<file path="src/rtl/axi_lite_pkt_validator.sv">
// -----------------------------------------------------------------------------
// axi_lite_pkt_validator
//
// AXI-Lite write-only slave that stages packet words, checks the header byte
// when a packet is committed, and queues accepted packets in a FIFO that is
// drained through a valid/ready stream port.
//
// Register map (write-only, 8-bit address):
//   0x00 STAGE  : load the write data into the staging register
//   0x04 COMMIT : push the staged word if its header byte equals MAGIC and
//                 the FIFO is not full; otherwise respond SLVERR
//   0x08 FLUSH  : empty the FIFO and discard any staged word
//   other       : SLVERR, nothing changes
//
// Parameters:
//   DATA_W : packet/data width (multiple of 8, >= 16)
//   DEPTH  : FIFO entries (power of 2, >= 2)
//   MAGIC  : required value of data[DATA_W-1 -: 8]
//
// Ports:
//   clk, rst_n              : clock (rising edge), async active-low reset
//   aw_addr/aw_valid/aw_ready : write address channel
//   w_data/w_valid/w_ready  : write data channel
//   b_resp/b_valid/b_ready  : write response channel (00 OKAY, 10 SLVERR)
//   m_data/m_valid/m_ready  : output packet stream (FIFO head)
//   fifo_count              : FIFO occupancy, 0..DEPTH
//   accept_cnt, drop_cnt    : saturating statistics counters
//
// Build option:
//   PKT_VALIDATOR_STATS_EN  : when defined, accept_cnt/drop_cnt are 16-bit
//                             saturating counters; otherwise both read 0.
// -----------------------------------------------------------------------------
module axi_lite_pkt_validator #(
  parameter int         DATA_W = 32,
  parameter int         DEPTH  = 16,
  parameter logic [7:0] MAGIC  = 8'hA5
) (
  input  logic                     clk,
  input  logic                     rst_n,
  input  logic [7:0]               aw_addr,
  input  logic                     aw_valid,
  output logic                     aw_ready,
  input  logic [DATA_W-1:0]        w_data,
  input  logic                     w_valid,
  output logic                     w_ready,
  output logic [1:0]               b_resp,
  output logic                     b_valid,
  input  logic                     b_ready,
  output logic [DATA_W-1:0]        m_data,
  output logic                     m_valid,
  input  logic                     m_ready,
  output logic [$clog2(DEPTH):0]   fifo_count,
  output logic [15:0]              accept_cnt,
  output logic [15:0]              drop_cnt
);

  localparam int         PW          = $clog2(DEPTH);
  localparam logic [PW:0] FULL_CNT   = (PW+1)'(DEPTH);
  localparam logic [7:0] ADDR_STAGE  = 8'h00;
  localparam logic [7:0] ADDR_COMMIT = 8'h04;
  localparam logic [7:0] ADDR_FLUSH  = 8'h08;
  localparam logic [1:0] RESP_OKAY   = 2'b00;
  localparam logic [1:0] RESP_SLVERR = 2'b10;

  typedef enum logic [1:0] {
    COLLECT = 2'd0,
    EXEC    = 2'd1,
    RESP    = 2'd2
  } state_t;

  state_t              state_q;
  state_t              state_d;
  logic                aw_held;
  logic                w_held;
  logic                staged;
  logic [7:0]          addr_q;
  logic [DATA_W-1:0]   wdata_q;
  logic [DATA_W-1:0]   staging;
  logic [DATA_W-1:0]   mem [DEPTH];
  logic [PW-1:0]       wr_ptr;
  logic [PW-1:0]       rd_ptr;
  logic [PW:0]         count;

  logic aw_fire;
  logic w_fire;
  logic b_fire;
  logic exec;
  logic is_stage;
  logic is_commit;
  logic is_flush;
  logic commit_staged;
  logic hdr_ok;
  logic fifo_full;
  logic push;
  logic pop;
  logic [1:0] resp_d;

  // Readies are forced low while reset is asserted, even though the held
  // flags are already clear.
  assign aw_ready = rst_n && (state_q == COLLECT) && !aw_held;
  assign w_ready  = rst_n && (state_q == COLLECT) && !w_held;
  assign b_valid  = (state_q == RESP);

  assign aw_fire = aw_valid && aw_ready;
  assign w_fire  = w_valid && w_ready;
  assign b_fire  = b_valid && b_ready;

  // A channel completing in this cycle counts as held, so EXEC follows the
  // last handshake directly.
  always_comb begin
    state_d = state_q;
    case (state_q)
      COLLECT: if ((aw_held || aw_fire) && (w_held || w_fire)) state_d = EXEC;
      EXEC:    state_d = RESP;
      RESP:    if (b_ready) state_d = COLLECT;
      default: state_d = COLLECT;
    endcase
  end

  // ---- Command decode (valid only during EXEC) ----
  assign exec          = (state_q == EXEC);
  assign is_stage      = exec && (addr_q == ADDR_STAGE);
  assign is_commit     = exec && (addr_q == ADDR_COMMIT);
  assign is_flush      = exec && (addr_q == ADDR_FLUSH);
  assign commit_staged = is_commit && staged;
  assign hdr_ok        = (staging[DATA_W-1 -: 8] == MAGIC);
  // Occupancy at the start of EXEC decides fullness; a same-cycle pop does
  // not make room for the commit.
  assign fifo_full     = (count == FULL_CNT);
  assign push          = commit_staged && hdr_ok && !fifo_full;
  assign pop           = m_valid && m_ready;
  assign resp_d        = (is_stage || is_flush || push) ? RESP_OKAY : RESP_SLVERR;

  always_ff @(posedge clk or negedge rst_n) begin
    if (!rst_n) begin
      state_q <= COLLECT;
      aw_held <= 1'b0;
      w_held  <= 1'b0;
      staged  <= 1'b0;
      b_resp  <= RESP_OKAY;
    end else begin
      state_q <= state_d;
      if (aw_fire)     aw_held <= 1'b1;
      else if (b_fire) aw_held <= 1'b0;
      if (w_fire)      w_held  <= 1'b1;
      else if (b_fire) w_held  <= 1'b0;
      if (exec)        b_resp  <= resp_d;
      if (is_stage)                        staged <= 1'b1;
      else if (commit_staged || is_flush)  staged <= 1'b0;
    end
  end

  // ---- FIFO pointers and occupancy; flush overrides any same-cycle pop ----
  always_ff @(posedge clk or negedge rst_n) begin
    if (!rst_n) begin
      wr_ptr <= '0;
      rd_ptr <= '0;
      count  <= '0;
    end else if (is_flush) begin
      wr_ptr <= '0;
      rd_ptr <= '0;
      count  <= '0;
    end else begin
      if (push) wr_ptr <= wr_ptr + 1'b1;
      if (pop)  rd_ptr <= rd_ptr + 1'b1;
      case ({push, pop})
        2'b10:   count <= count + 1'b1;
        2'b01:   count <= count - 1'b1;
        default: count <= count;
      endcase
    end
  end

  // ---- Datapath registers (no reset) ----
  always_ff @(posedge clk) begin
    if (aw_fire)  addr_q  <= aw_addr;
    if (w_fire)   wdata_q <= w_data;
    if (is_stage) staging <= wdata_q;
    if (push)     mem[wr_ptr] <= staging;
  end

  assign m_valid    = (count != '0);
  assign m_data     = mem[rd_ptr];
  assign fifo_count = count;

`ifdef PKT_VALIDATOR_STATS_EN
  function automatic logic [15:0] sat_inc(input logic [15:0] v);
    return (v == 16'hFFFF) ? v : v + 16'd1;
  endfunction

  logic        drop;
  logic [15:0] accept_q;
  logic [15:0] drop_q;

  // Only commits of a staged word count as drops; an empty commit does not.
  assign drop = commit_staged && !push;

  always_ff @(posedge clk or negedge rst_n) begin
    if (!rst_n) begin
      accept_q <= 16'd0;
      drop_q   <= 16'd0;
    end else begin
      if (push) accept_q <= sat_inc(accept_q);
      if (drop) drop_q   <= sat_inc(drop_q);
    end
  end

  assign accept_cnt = accept_q;
  assign drop_cnt   = drop_q;
`else
  assign accept_cnt = 16'd0;
  assign drop_cnt   = 16'd0;
`endif

endmodule

</file>
<file path="config.mk">
export PLATFORM = sky130hd
export DESIGN_NAME = axi_lite_pkt_validator
export DESIGN_NICKNAME = d
export VERILOG_FILES = /design/src/rtl/axi_lite_pkt_validator.sv
export SDC_FILE = /design/constraint.sdc
export NUM_CORES = 1
export LEC_CHECK = 0
export CORE_MARGIN = 8
export CORE_UTILIZATION = 54
export CTS_CLUSTER_SIZE = 24
export DETAILED_ROUTE_END_ITERATION = 8
export GPL_TIMING_DRIVEN = 0
export PLACE_DENSITY = 0.81
export SYNTH_ARGS = -nofsm -noshare
export SYNTH_HDL_FRONTEND = slang
export SYNTH_SLANG_ARGS = --single-unit
</file>
<file path="constraint.sdc">
create_clock -name clk -period 3.7 [get_ports clk]
set_clock_uncertainty 0.2 [all_clocks]
set_input_delay 0.555 -clock clk [delete_from_list [all_inputs] [get_ports clk]]
set_output_delay 0.555 -clock clk [all_outputs]
set_load 0.005 [all_outputs]
</file>
# After elaboration in Yosys (flattened, before gate mapping)
# Memory sizes are Yosys's and may differ from the RTL's.
# Index checks and enable logic that the tools add are counted.
[totals]
latch_bits = 0
romBits = 0
word_cells = 75
in_bits = 46
out_inout_bits = 75
mem_count = 1
reg_bits = 92
mem_bits_rw = 512
[memory_table]
columns = ["name", "depth", "width", "rd", "rd_clocked_by_memory_dff", "wr", "line_no", "text"]
rows = [
  ["mem", 16, 32, 1, 0, 1, "79", "logic [DATA_W-1:0] mem [DEPTH];"],
]
[classes]
n_shift = 0
mul = 0
n_eq_ne = 10
mux = 17
div_mod_pow = 0
bitwise = 0
order_cmp = 0
n_addsub = 4
n_reduce_logical = 32
[op_table]
columns = ["op", "n"]
rows = [
  ["$mux 4", 4],
  ["$logic_and 1x1->1", 14],
  ["$pmux 5 s2", 1],
  ["$reduce_bool 2->1", 5],
  ["$add 4x1->4 const B", 2],
  ["$eq 8x3->1 const B", 1],
  ["$eq 8x4->1 const B", 1],
  ["$eq 8x8->1 const B", 1],
  ["$logic_not 8->1", 1],
  ["$mux 1", 7],
  ["$mux 2", 3],
  ["$pmux 2 s3", 1],
  ["$add 5x1->5 const B", 1],
  ["$eq 5x5->1 const B", 1],
  ["$logic_or 1x1->1", 5],
  ["$mux 5", 1],
  ["$reduce_bool 5->1", 1],
  ["$sub 5x1->5 const B", 1],
  ["$eq 2x1->1 const B", 2],
  ["$eq 2x2->1 const B", 2],
  ["$ne 2x1->1 const B", 2],
  ["$logic_not 1->1", 3],
  ["$reduce_bool 3->1", 1],
  ["$logic_not 2->1", 1],
  ["$reduce_and 2->1", 1],
]

# Logic depth before layout (Yosys ltp)
# Gate-level depths: netlist of the first run.
[logic_depth]
ltp_word = 8
depth_mapped = 10
mapped_depth_nobuf = 10

# Worst setup path before layout of the first run
# Ideal clock, no wire load.
[synth_timing]
path_type = "flip-flop to flip-flop"
start = "register addr_q[5]"
end = "register staging[0] (enable)"
period_less_slack_ps = 3837
path_stages_with_launch = 4
t_arrival_ps = 3173
slack_ps = -137
cell_sequence = "edfxtp_1 > nor4_1 > nand2_1 > nor3_1"
[synth_between]
elab_chain_len = 2
[synth_rtl]
columns = ["element", "line_no", "text"]
rows = [
  ["start, declared", "76", "logic [7:0] addr_q;"],
  ["start signal, assigned", "176", "if (aw_fire) addr_q <= aw_addr;"],
  ["$logic_not 8->1", "122", "assign is_stage = exec && (addr_q == ADDR_STAGE);"],
  ["$logic_and 1x1->1", "122", ""],
  ["net is_stage", "88", "logic is_stage;"],
  ["end signal, assigned", "178", "if (is_stage) staging <= wdata_q;"],
  ["end, declared", "78", "logic [DATA_W-1:0] staging;"],
]
# The timed path passes the listed nets, and every way through them passes these cells.
# A chain may end at the register's enable or synchronous reset.

# Final worst setup path of the first run
[layout_timing]
start = "register rd_ptr[0]"
end = "output m_data[26]"
[layout_between]
elab_chain_len = 1
[layout_rtl]
columns = ["element", "line_no", "text"]
rows = [
  ["start, declared", "81", "logic [PW-1:0] rd_ptr;"],
  ["start signal, assigned", "165", "if (pop) rd_ptr <= rd_ptr + 1'b1;"],
  ["$mem_v2 16x32", "--", ""],
  ["end, declared", "49", "output logic [DATA_W-1:0] m_data,"],
]
# No other way between the ends.

==> results of run 1 <==
path summary, 6_finish.rpt:
kind                                  startpoint                   endpoint  slack (ns)
setup reg to reg           staging[27]$_DFFE_PP_       mem[6][13]$_DFFE_PP_        0.24
hold reg to reg            wdata_q[16]$_DFFE_PP_      staging[16]$_DFFE_PP_        0.22
setup / recovery           rd_ptr[0]$_DFFE_PN0P_                 m_data[26]        0.03
min in group asynchronous                  rst_n  fifo_count[0]$_DFFE_PN0P_        0.34
max in group asynchronous                  rst_n      rd_ptr[1]$_DFFE_PN0P_        2.25
hold / removal             wdata_q[16]$_DFFE_PP_      staging[16]$_DFFE_PP_        0.22
cell usage after synthesis, drive strengths merged, types with 2 or more instances:
cell type    n
nor4         6
xnor2        5
and2        10
dfrtp       19
a2bb2oi      4
nand3        2
or2b         2
and3         4
xor2         4
nor2b        2
buf         58
clkbuf      14
or4          2
nand2       21
and4         5
edfxtp     584
a31oi        2
mux2i        4
o21ai        2
a21oi        6
mux4       160
ha           7
nor2        13
nor4b        2
inv          7
nand4        2
nor3         4
critical path: cells and delay by family, from the launching register on:
family                 cells  cell delay (ns)
buffers and inverters      4             0.78
flip-flops                 1             0.50
multiplexers               2             1.03
area by class of cell:
type / count / share of cell area (%)
flip-flops and latches: 603 / 66.2
repair buffers: 125 / 5.45
multi-input cells: 314 / 16.9
well taps: 539 / 2.48
inverters: 7 / 0.0966
plain buffers: 71 / 2.47
clock inverters: 22 / 0.510
clock buffers: 85 / 5.86
power by group:
part | switching, mW | internal (mW)
clock network | 2.42 | 3.05
registers | 0.154 | 7.54
logic | 2.34 | 2.96
placed cells by master, fill, tap and decap left out, types with 3 or more instances in the layout:
cell type	netlist	layout
inv_1	7	7
buf_16	0	4
clkbuf_4	0	3
conb_1	1	33
a21oi_1	5	5
nor3_1	4	3
ha_1	7	7
mux4_2	160	160
and3_2	0	4
nand2_1	21	21
buf_12	0	25
dfrtp_1	19	17
edfxtp_1	584	584
clkbuf_16	0	60
and2_2	0	9
nor4_1	5	5
and4_2	0	4
xnor2_1	5	5
xor2_1	4	4
clkinv_2	0	13
clkinv_1	0	5
buf_2	15	4
a2bb2oi_1	4	4
nor2_1	13	13
dlymetal6s2s_1	0	29
clkbuf_8	0	3
clkbuf_1	13	25
buf_4	33	60
mux2i_1	4	4
clkdlybuf4s50_1	0	55
clkbuf_2	1	7
cells by family after synthesis:
family                     count (synthesis)  synth area share, %
AOI/OAI and AO/OA                         21                0.727
xor gates and xnor gates                   9                0.344
adders and majority gates                  7                0.382
buffers and inverters                     79                 1.92
DFF                                      603                 78.6
muxes                                    164                 15.9
other                                      1               0.0164
and+or+nand+nor                           80                 2.06
stage by stage:
step	setup TNS (ns)	util, %	area [um2]
after floorplan	0	-	23000
after global placement	-220.20	58.6	24600
after detailed placement	-3.64	59.6	25000
after CTS	-1.76	64.2	26900
after global routing	-0.0183	64.9	27200
final	0	64.9	27200
routing by layer:
metal  routed length, um  share of wire (%)
met3                4910                8.9
met5                   0                  0
met2               28800                 52
met1               19900                 36
met4                1480                2.7
state kept, by name, indices dropped and copies added (netlist names):
signal / flops
rd_ptr: 4
fifo_count: 5
mem: 512
addr_q: 8
staged: 1
wdata_q: 32
w_held: 1
aw_held: 1
staging: 32
wr_ptr: 4
b_resp: 1
state_q: 2
repair_timing:
action | CTS | global route
resized for setup | 88 | 47
setup endpoints to repair | 32 | 29
gates cloned | 0 | 1
setup buffers | 2 | 16
==> impl_metrics.yaml, run 1 <==
outcome:
  outcome: "finished clean"
critical_path:
  critPathCaptureType: "primary output"
  crit_fanout: 10
  crit_type: "flop to primary output"
  slowest_delay_ns: 0.52
  start_kind: "flop"
  cpMaxStageDelayCell: "mux4_2"
  crit_chain: "clkbuf_16, buf_16, buf_4, mux4_2, mux4_2, clkdlybuf4s15_1"
  cp.required_ns: 2.94
  path_common_cell: "mux4_2"
  r2r_cells: 6
  arrival_ns: 2.91
sta:
  hold_ws_ns: 0.217
  maxSlewViolCount: 0
  fmax_mhz: 273
  final.period_utilization_pct: 99.1
  setup_ws_ns: 0.0331
  period_needed_ns: 3.67
  setup_violations: 0
  timing.final.hold_violations: 0
  worst_pin_slew_ns: 1.05
  slew_headroom_pct: 29.9
cts:
  cts_root_buffer: "clkbuf_16"
  htree_levels: 2
  cts_sinks: 603
  clkLatencyLatePin_ns: 0.60
  cts_buffer_depth: 3
  cts_tree: "built"
  cts_hold_buf: 0
  cts-buffers-inserted: 57
  clk_pin_slew_ns: 0.07
global_route:
  use_met3_pct: 4.73
  grtUsageMet2_pct: 37.5
  grt_max_degree: 26
  busiest_layer: "met2"
  grt_first_pass_wirelength_mm: 78.1
  grt_pass1_vias: 11800
  grt_overflow: 0
  grt_util_met1_pct: 27.2
  antenna_found_initial: 0
  track_usage_pct: 21.7
placement:
  place_inst: 1641
  portBuffers: 87
  dp_hpwl_mm: 29.6
  gp_congestion: 0.754
  pre_cts_ws_ns: -0.191
route:
  detail_route.iter0.violations: 1343
  wl_mm: 55.1
  routedWlPerCell_um: 31.2
  dr.pass1.iters: 5
  route.antenna.remaining_nets: 0
  drc: 0
  via_count: 11100
  vias_per_cell: 6.26
pwr:
  power.total_mw: 18.5
  p_leak_nw: 9.12
  ir_drop_mv: 0.452
  power_density_mw_per_mm2: 679
worst_hold_path:
  min-delay-path-class: "flop to flop"
  hold_path_depth: 0
yosys:
  yosysWarnings: 0
  synth.area.top_cells: "edfxtp_1 (77%), mux4_2 (16%), dfrtp_1 (2.1%)"
  syn_inst: 964
  ys_seq_elements: 603
  synth_top_area_share_pct: 76.6
  syn_area_mm2: 0.0229
  synth_area_leader_cell: "edfxtp_1"
  yosysSeqAreaShare_pct: 78.6
  synth_edf_count: 584
  async_flop_share_pct: 3.15
  avgSynthCellArea_um2: 23.8
  netlist-cell-type-count: 50
  synthFlopType: "edfxtp_1"
die:
  fp.dieW_um: 222
  io_pins: 121
  dieArea_mm2: 0.0493
  fp.coreArea_mm2: 0.0419
  fp.dieH_um: 222
  std_cell_rows: 75
  start_util_pct: 54.6
final_layout:
  seq_area_mm2: 0.0180
  nets: 1232
  area_delta_synth_final_pct: 18.8
  finalNonFillerCells: 1766
  antennaDiodeCount: 0
  multiInputGateArea_mm2: 0.00460
  drive_above_1_share_pct: 30.5
  filler_cell_count: 2588
run:
  maxCapViolations: 0
Power figures use the tool's default switching activity.
==> inputs of run 2 (changes only) <==
--- a/constraint.sdc
+++ b/constraint.sdc
@@ -4,2 +4,2 @@
 set_output_delay 0.555 -clock clk [all_outputs]
-set_load 0.005 [all_outputs]
+set_load 0.05 [all_outputs]
==> run 2 against run 1 <==
  * Clock power hardly changed
  * Die area stayed put
  * Combinational power is 17% higher
  * Register-to-register slack hardly changed
  * Non-clock buffer count is 19 lower
  * Power is 4.7% higher
  * Global-route usage is 0.093 points lower
  * The run now ends with negative hold slack left
  * Critical path depth is 1 lower
==> impl_metrics.yaml, run 2 (synthesis results as in run 1) <==
global_route:
  grt_first_pass_wirelength_mm: 77.7
  grt_pass1_vias: 11700
  grt_max_degree: 26
  grtUsageMet2_pct: 37.3
  grt_overflow: 0
  track_usage_pct: 21.6
  busiest_layer: "met2"
  use_met3_pct: 4.60
  grt_util_met1_pct: 27.2
  antenna_found_initial: 1
final_layout:
  regMostFlops: "mem"
  nets: 1213
  final_common_cell: "edfxtp_1"
  final_cell_mix: "edfxtp_1 (584), mux4_2 (160), clkbuf_16 (59)"
  reg_top3: "mem (512), staging (32), wdata_q (32)"
  largest_register_ffs: 512
  area_delta_synth_final_pct: 16.8
  drive_above_1_share_pct: 32.0
  antennaDiodeCount: 0
  fin_util_pct: 63.8
cts:
  cts_tree: "built"
  cts_sinks: 603
  cts_root_buffer: "clkbuf_16"
  cts-buffers-inserted: 57
  cts_setup_buffers: 0
  htree_levels: 2
  cts_hold_buf: 0
  clkLatencyLatePin_ns: 0.60
  clk_pin_slew_ns: 0.07
  cts_buffer_depth: 3
critical_path:
  cpMaxStageDelayCell: "mux4_2"
  rr_endpoint: "mem[6][16]$_DFFE_PP_"
  crit_chain: "buf_6, buf_6, mux4_2, mux4_2, clkdlybuf4s15_2"
  crit_fanout: 10
  start_kind: "flop"
  r2r_start: "staging[27]$_DFFE_PP_"
  arrival_ns: 2.93
  slowest_delay_ns: 0.54
  r2r_slack_ns: 0.23
  r2r_cells: 6
  critPathCaptureType: "primary output"
  crit_type: "flop to primary output"
  cp.required_ns: 2.94
die:
  fp.dieH_um: 222
  fp.dieW_um: 222
  start_util_pct: 54.6
  std_cell_rows: 75
  fp.coreArea_mm2: 0.0419
  io_pins: 121
  dieArea_mm2: 0.0493
route:
  vias_per_cell: 6.32
  wl_mm: 53.1
  routedWlPerCell_um: 30.4
  route.antenna.remaining_nets: 0
  dr.pass1.iters: 5
  via_count: 11000
  detail_route.iter0.violations: 1352
  drc: 0
outcome:
  violations: "negative hold slack"
  outcome: "complete, but fails checks"
sta:
  final.period_utilization_pct: 99.6
  hold_ws_ns: -0.0384
  rsz0062_at_grt: "true"
  timing.final.hold_violations: 19
  setup_violations: 0
  worst_pin_slew_ns: 1.10
  period_needed_ns: 3.69
  fmax_mhz: 271
  maxSlewViolCount: 0
  slew_headroom_pct: 26.8
run:
  maxCapViolations: 0
placement:
  gp_congestion: 0.754
  portBuffers: 87
  dp_hpwl_mm: 29.6
worst_hold_path:
  min-delay-path-class: "primary input to asynchronous set/reset pin"
pwr:
  power.total_mw: 19.3
  p_leak_nw: 8.72
  power_density_mw_per_mm2: 723
  ir_drop_mv: 0.543
-- run 2: layout make-up --
cell class,count,area (um2)
Multi-Input combinational cell,314,4600
Sequential cell,603,18000
Clock buffer,85,1590
Fill cell,2630,15200
Buffer,71,556
Clock inverter,22,139
Timing Repair Buffer,106,1150
Tap cell,539,674
Inverter,7,26.3
-- run 2: per-stage QoR --
step | setup TNS, ns | area (um2) | std cells | setup WS, ns | hold slack (ns)
CTS | -0.0456 | 26800 | 1747 | -0.0456 | 0.215
detailed placement | -11.75 | 25000 | 1641 | -0.446 | 0.205
finish | 0 | 26800 | 1747 | 0.0145 | -0.0384
global route | -0.128 | 26800 | 1747 | -0.0308 | 0.0158
global placement | -228.31 | 24600 | 1622 | -0.650 | 0.204
floorplan | 0 | 23000 | 996 | 0.702 | 0.0594
-- run 2: timing repair --
item | CTS | global route
endpoints found under the setup margin | 32 | 21
gates resized for setup | 185 | 25
gates cloned | 0 | 0
-- run 2: how the worst max path moves through the flow --
stage / start / endpoint / slack [ns]
global placement: addr_q[5]$_DFFE_PP_ / staging[14]$_DFFE_PP_ / -0.65
global route: rd_ptr[0]$_DFFE_PN0P_ / m_data[0] / -0.03
floorplan: staging[27]$_DFFE_PP_ / mem[0][0]$_DFFE_PP_ / 0.70
detailed placement: rd_ptr[1]$_DFFE_PN0P_ / m_data[22] / -0.45
finish: rd_ptr[0]$_DFFE_PN0P_ / m_data[0] / 0.01
CTS: rd_ptr[0]$_DFFE_PN0P_ / m_data[27] / -0.05
-- run 2: power breakdown --
group | switching [mW] | internal (mW) | total [mW]
sequential | 0.147 | 7.54 | 7.69
combinational | 3.66 | 2.52 | 6.18
clock | 2.42 | 3.05 | 5.47
total | 6.23 | 13.1 | 19.3
-- run 2: routing by layer --
layer / wire length [um] / share of wire [%] / up-vias
li1: - / - / 4409
met1: 19300 / 36 / 5803
met2: 27400 / 52 / 722
met3: 5100 / 9.6 / 98
met4: 1320 / 2.5 / 2
met5: 13 / 0.024 / -
-- run 2: worst max-delay path, delay by kind of cell, from the launching register on --
family | cells | cell delay [ns]
flip-flops | 1 | 0.47
buffers and inverters | 3 | 0.79
multiplexers | 2 | 1.05
==> inputs of run 3 (changes only) <==
Settings changed: CORE_MARGIN 8 to unset.
==> run 3 against run 2 <==
  * The flow now finishes without violations
  * Non-clock buffer count increased by 1
  * Combinational power about the same
  * Global-route usage up 3.6 points
  * Critical endpoint is now m_data[10]
  * Largest power group unchanged
==> impl_metrics.yaml, run 3 (synthesis results as in run 1) <==
pwr:
  p_int_mw: 13.0
  seq_power_share_pct: 39.7
  ir_drop_mv: 0.632
  power.total_mw: 19.3
  p_leak_nw: 8.71
  p_clk_share_pct: 28.3
  switching_share_pct: 32.7
  power_density_mw_per_mm2: 722
  pwr-share-comb_pct: 31.9
  p_switching_mw: 6.31
cts:
  clk_pin_slew_ns: 0.06
  cts_tree: "built"
  clkLatencyLatePin_ns: 0.60
  cts_setup_buffers: 0
  htree_levels: 2
  cts_buffer_depth: 3
  cts-buffers-inserted: 57
  cts_sinks: 603
  cts_root_buffer: "clkbuf_16"
final_layout:
  final_common_cell: "edfxtp_1"
  antennaDiodeCount: 0
  drive_above_1_share_pct: 32.4
  fin_util_pct: 63.9
  largest_register_ffs: 512
  area_delta_synth_final_pct: 16.7
  nets: 1214
  regMostFlops: "mem"
  filler_cell_count: 2681
  final_cell_mix: "edfxtp_1 (584), mux4_2 (160), clkbuf_16 (59)"
  finalNonFillerCells: 1742
  reg_top3: "mem (512), staging (32), wdata_q (32)"
route:
  drt-met1-wl_mm: 19.1
  routedWlPerCell_um: 30.4
  dr.pass1.iters: 5
  drc: 0
  top_layer: "met4"
  detail_route.iter0.violations: 1344
  via_count: 11100
  vias_per_cell: 6.36
  route.antenna.remaining_nets: 0
  met3WireLength_mm: 5.07
  met2WireLength_mm: 27.3
  wl_mm: 53.0
sta:
  timing.final.hold_violations: 0
  maxSlewViolCount: 0
  setup_violations: 0
  fmax_mhz: 274
  setup_ws_ns: 0.0451
  rsz0062_at_grt: "true"
  final.period_utilization_pct: 98.8
  slew_headroom_pct: 36.3
  worst_pin_slew_ns: 0.952
  period_needed_ns: 3.65
worst_hold_path:
  min-delay-path-class: "primary input to flop"
  hold_path_depth: 3
  hold_path_end: "state_q[0]$_DFFE_PN0P_"
  worstHoldStart: "rst_n"
critical_path:
  crit_chain: "buf_6, buf_6, mux4_2, mux4_2, clkdlybuf4s15_2"
  slowest_delay_ns: 0.55
  start_kind: "flop"
  arrival_ns: 2.90
  r2r_cells: 6
  cpMaxStageDelayCell: "mux4_2"
  r2r_slack_ns: 0.20
  crit_type: "flop to primary output"
  r2r_start: "staging[27]$_DFFE_PP_"
  cp.required_ns: 2.94
  critPathCaptureType: "primary output"
  rr_endpoint: "mem[2][16]$_DFFE_PP_"
  crit_fanout: 10
placement:
  gp_congestion: 0.745
  dp_hpwl_mm: 29.1
  portBuffers: 87
  pre_cts_ws_ns: -0.379
  place_inst: 1641
die:
  std_cell_rows: 75
  fp.dieW_um: 208
  dieArea_mm2: 0.0432
  io_pins: 121
  start_util_pct: 54.7
  fp.dieH_um: 208
  fp.coreArea_mm2: 0.0419
global_route:
  grt_overflow: 0
  antenna_found_initial: 0
  grt_pass1_vias: 11600
  grt_max_degree: 24
  track_usage_pct: 25.2
  grt_first_pass_wirelength_mm: 76.9
run:
  maxCapViolations: 0
outcome:
  outcome: "finished clean"
## run 3: cell types whose count changed in the layout (fill, tap and decap cells not counted), moves of 2 or more
cell | previous run | this run
clkbuf_1 | 26 | 13
clkinvlp_4 | 1 | 6
buf_16 | 1 | 3
clkinv_1 | 5 | 7
clkbuf_8 | 2 | 0
buf_8 | 1 | 5
buf_2 | 24 | 33
clkdlybuf4s15_2 | 11 | 3
buf_6 | 11 | 7
## run 3: how the worst max path moves through the flow
stage | from | to | slack (ns) | cells after the start
6_report | rd_ptr[0]$_DFFE_PN0P_ | m_data[10] | 0.05 | 5
5_1_grt | rd_ptr[0]$_DFFE_PN0P_ | m_data[10] | -0.02 | 5
2_1_floorplan | staging[27]$_DFFE_PP_ | mem[0][0]$_DFFE_PP_ | 0.70 | 5
3_5_place_dp | rd_ptr[1]$_DFFE_PN0P_ | m_data[27] | -0.38 | 5
4_1_cts | rd_ptr[0]$_DFFE_PN0P_ | m_data[30] | -0.06 | 5
3_3_place_gp | addr_q[5]$_DFFE_PP_ | staging[7]$_DFFE_PP_ | -0.70 | 3
## run 3: layout make-up
class,count,area [um2],share of cell area (%)
timing repair buffer,107,1130,4.23
clock inverter,30,193,0.721
sequential,603,18000,67.4
multi-input combinational,314,4600,17.2
clock buffer,71,1520,5.69
tap,539,674,2.52
inverter,7,26.3,0.0983
buffer,71,574,2.15
## run 3: timing repair
item,4_1_cts,5_1_grt
cloned,0,0
endpoints found under the setup margin,32,19
hold buffers,0,1
hold endpoints to repair,0,19
pin swaps,0,0
resized for setup,196,44
## run 3: per-stage QoR
step                TNS (ns)  hold WS, ns  area (um2)
floorplan                  0       0.0594       23000
global placement     -246.71        0.202       24600
detailed placement    -10.14        0.205       25000
CTS                   -0.238        0.219       26800
global route         -0.0188        0.201       26700
finish                     0        0.157       26700
## run 3: per-layer routing
layer  GRT usage, %  vias to the layer above
met4           8.74                        0
met2           42.7                      736
li1               -                     4421
met3           5.09                      116
met5              0                        -
met1           32.8                     5812
## run 3: power by group through the flow
| stage | Combinational (mW) | Clock [mW] | Sequential (mW) |
|---|---|---|---|
| after floorplan | 4.37 | 0 | 7.88 |
| after global placement | 6.15 | 0 | 7.80 |
| after detailed placement | 6.27 | 0 | 7.80 |
| after CTS | 6.33 | 5.51 | 7.67 |
| after global routing | 6.43 | 5.75 | 7.69 |
| final | 6.17 | 5.48 | 7.67 |
## run 3: worst max-delay path: cells and delay by family, from the launching register on
family,cells,cell delay (ns)
flops,1,0.46
buf+inv,3,0.81
mux,2,1.02
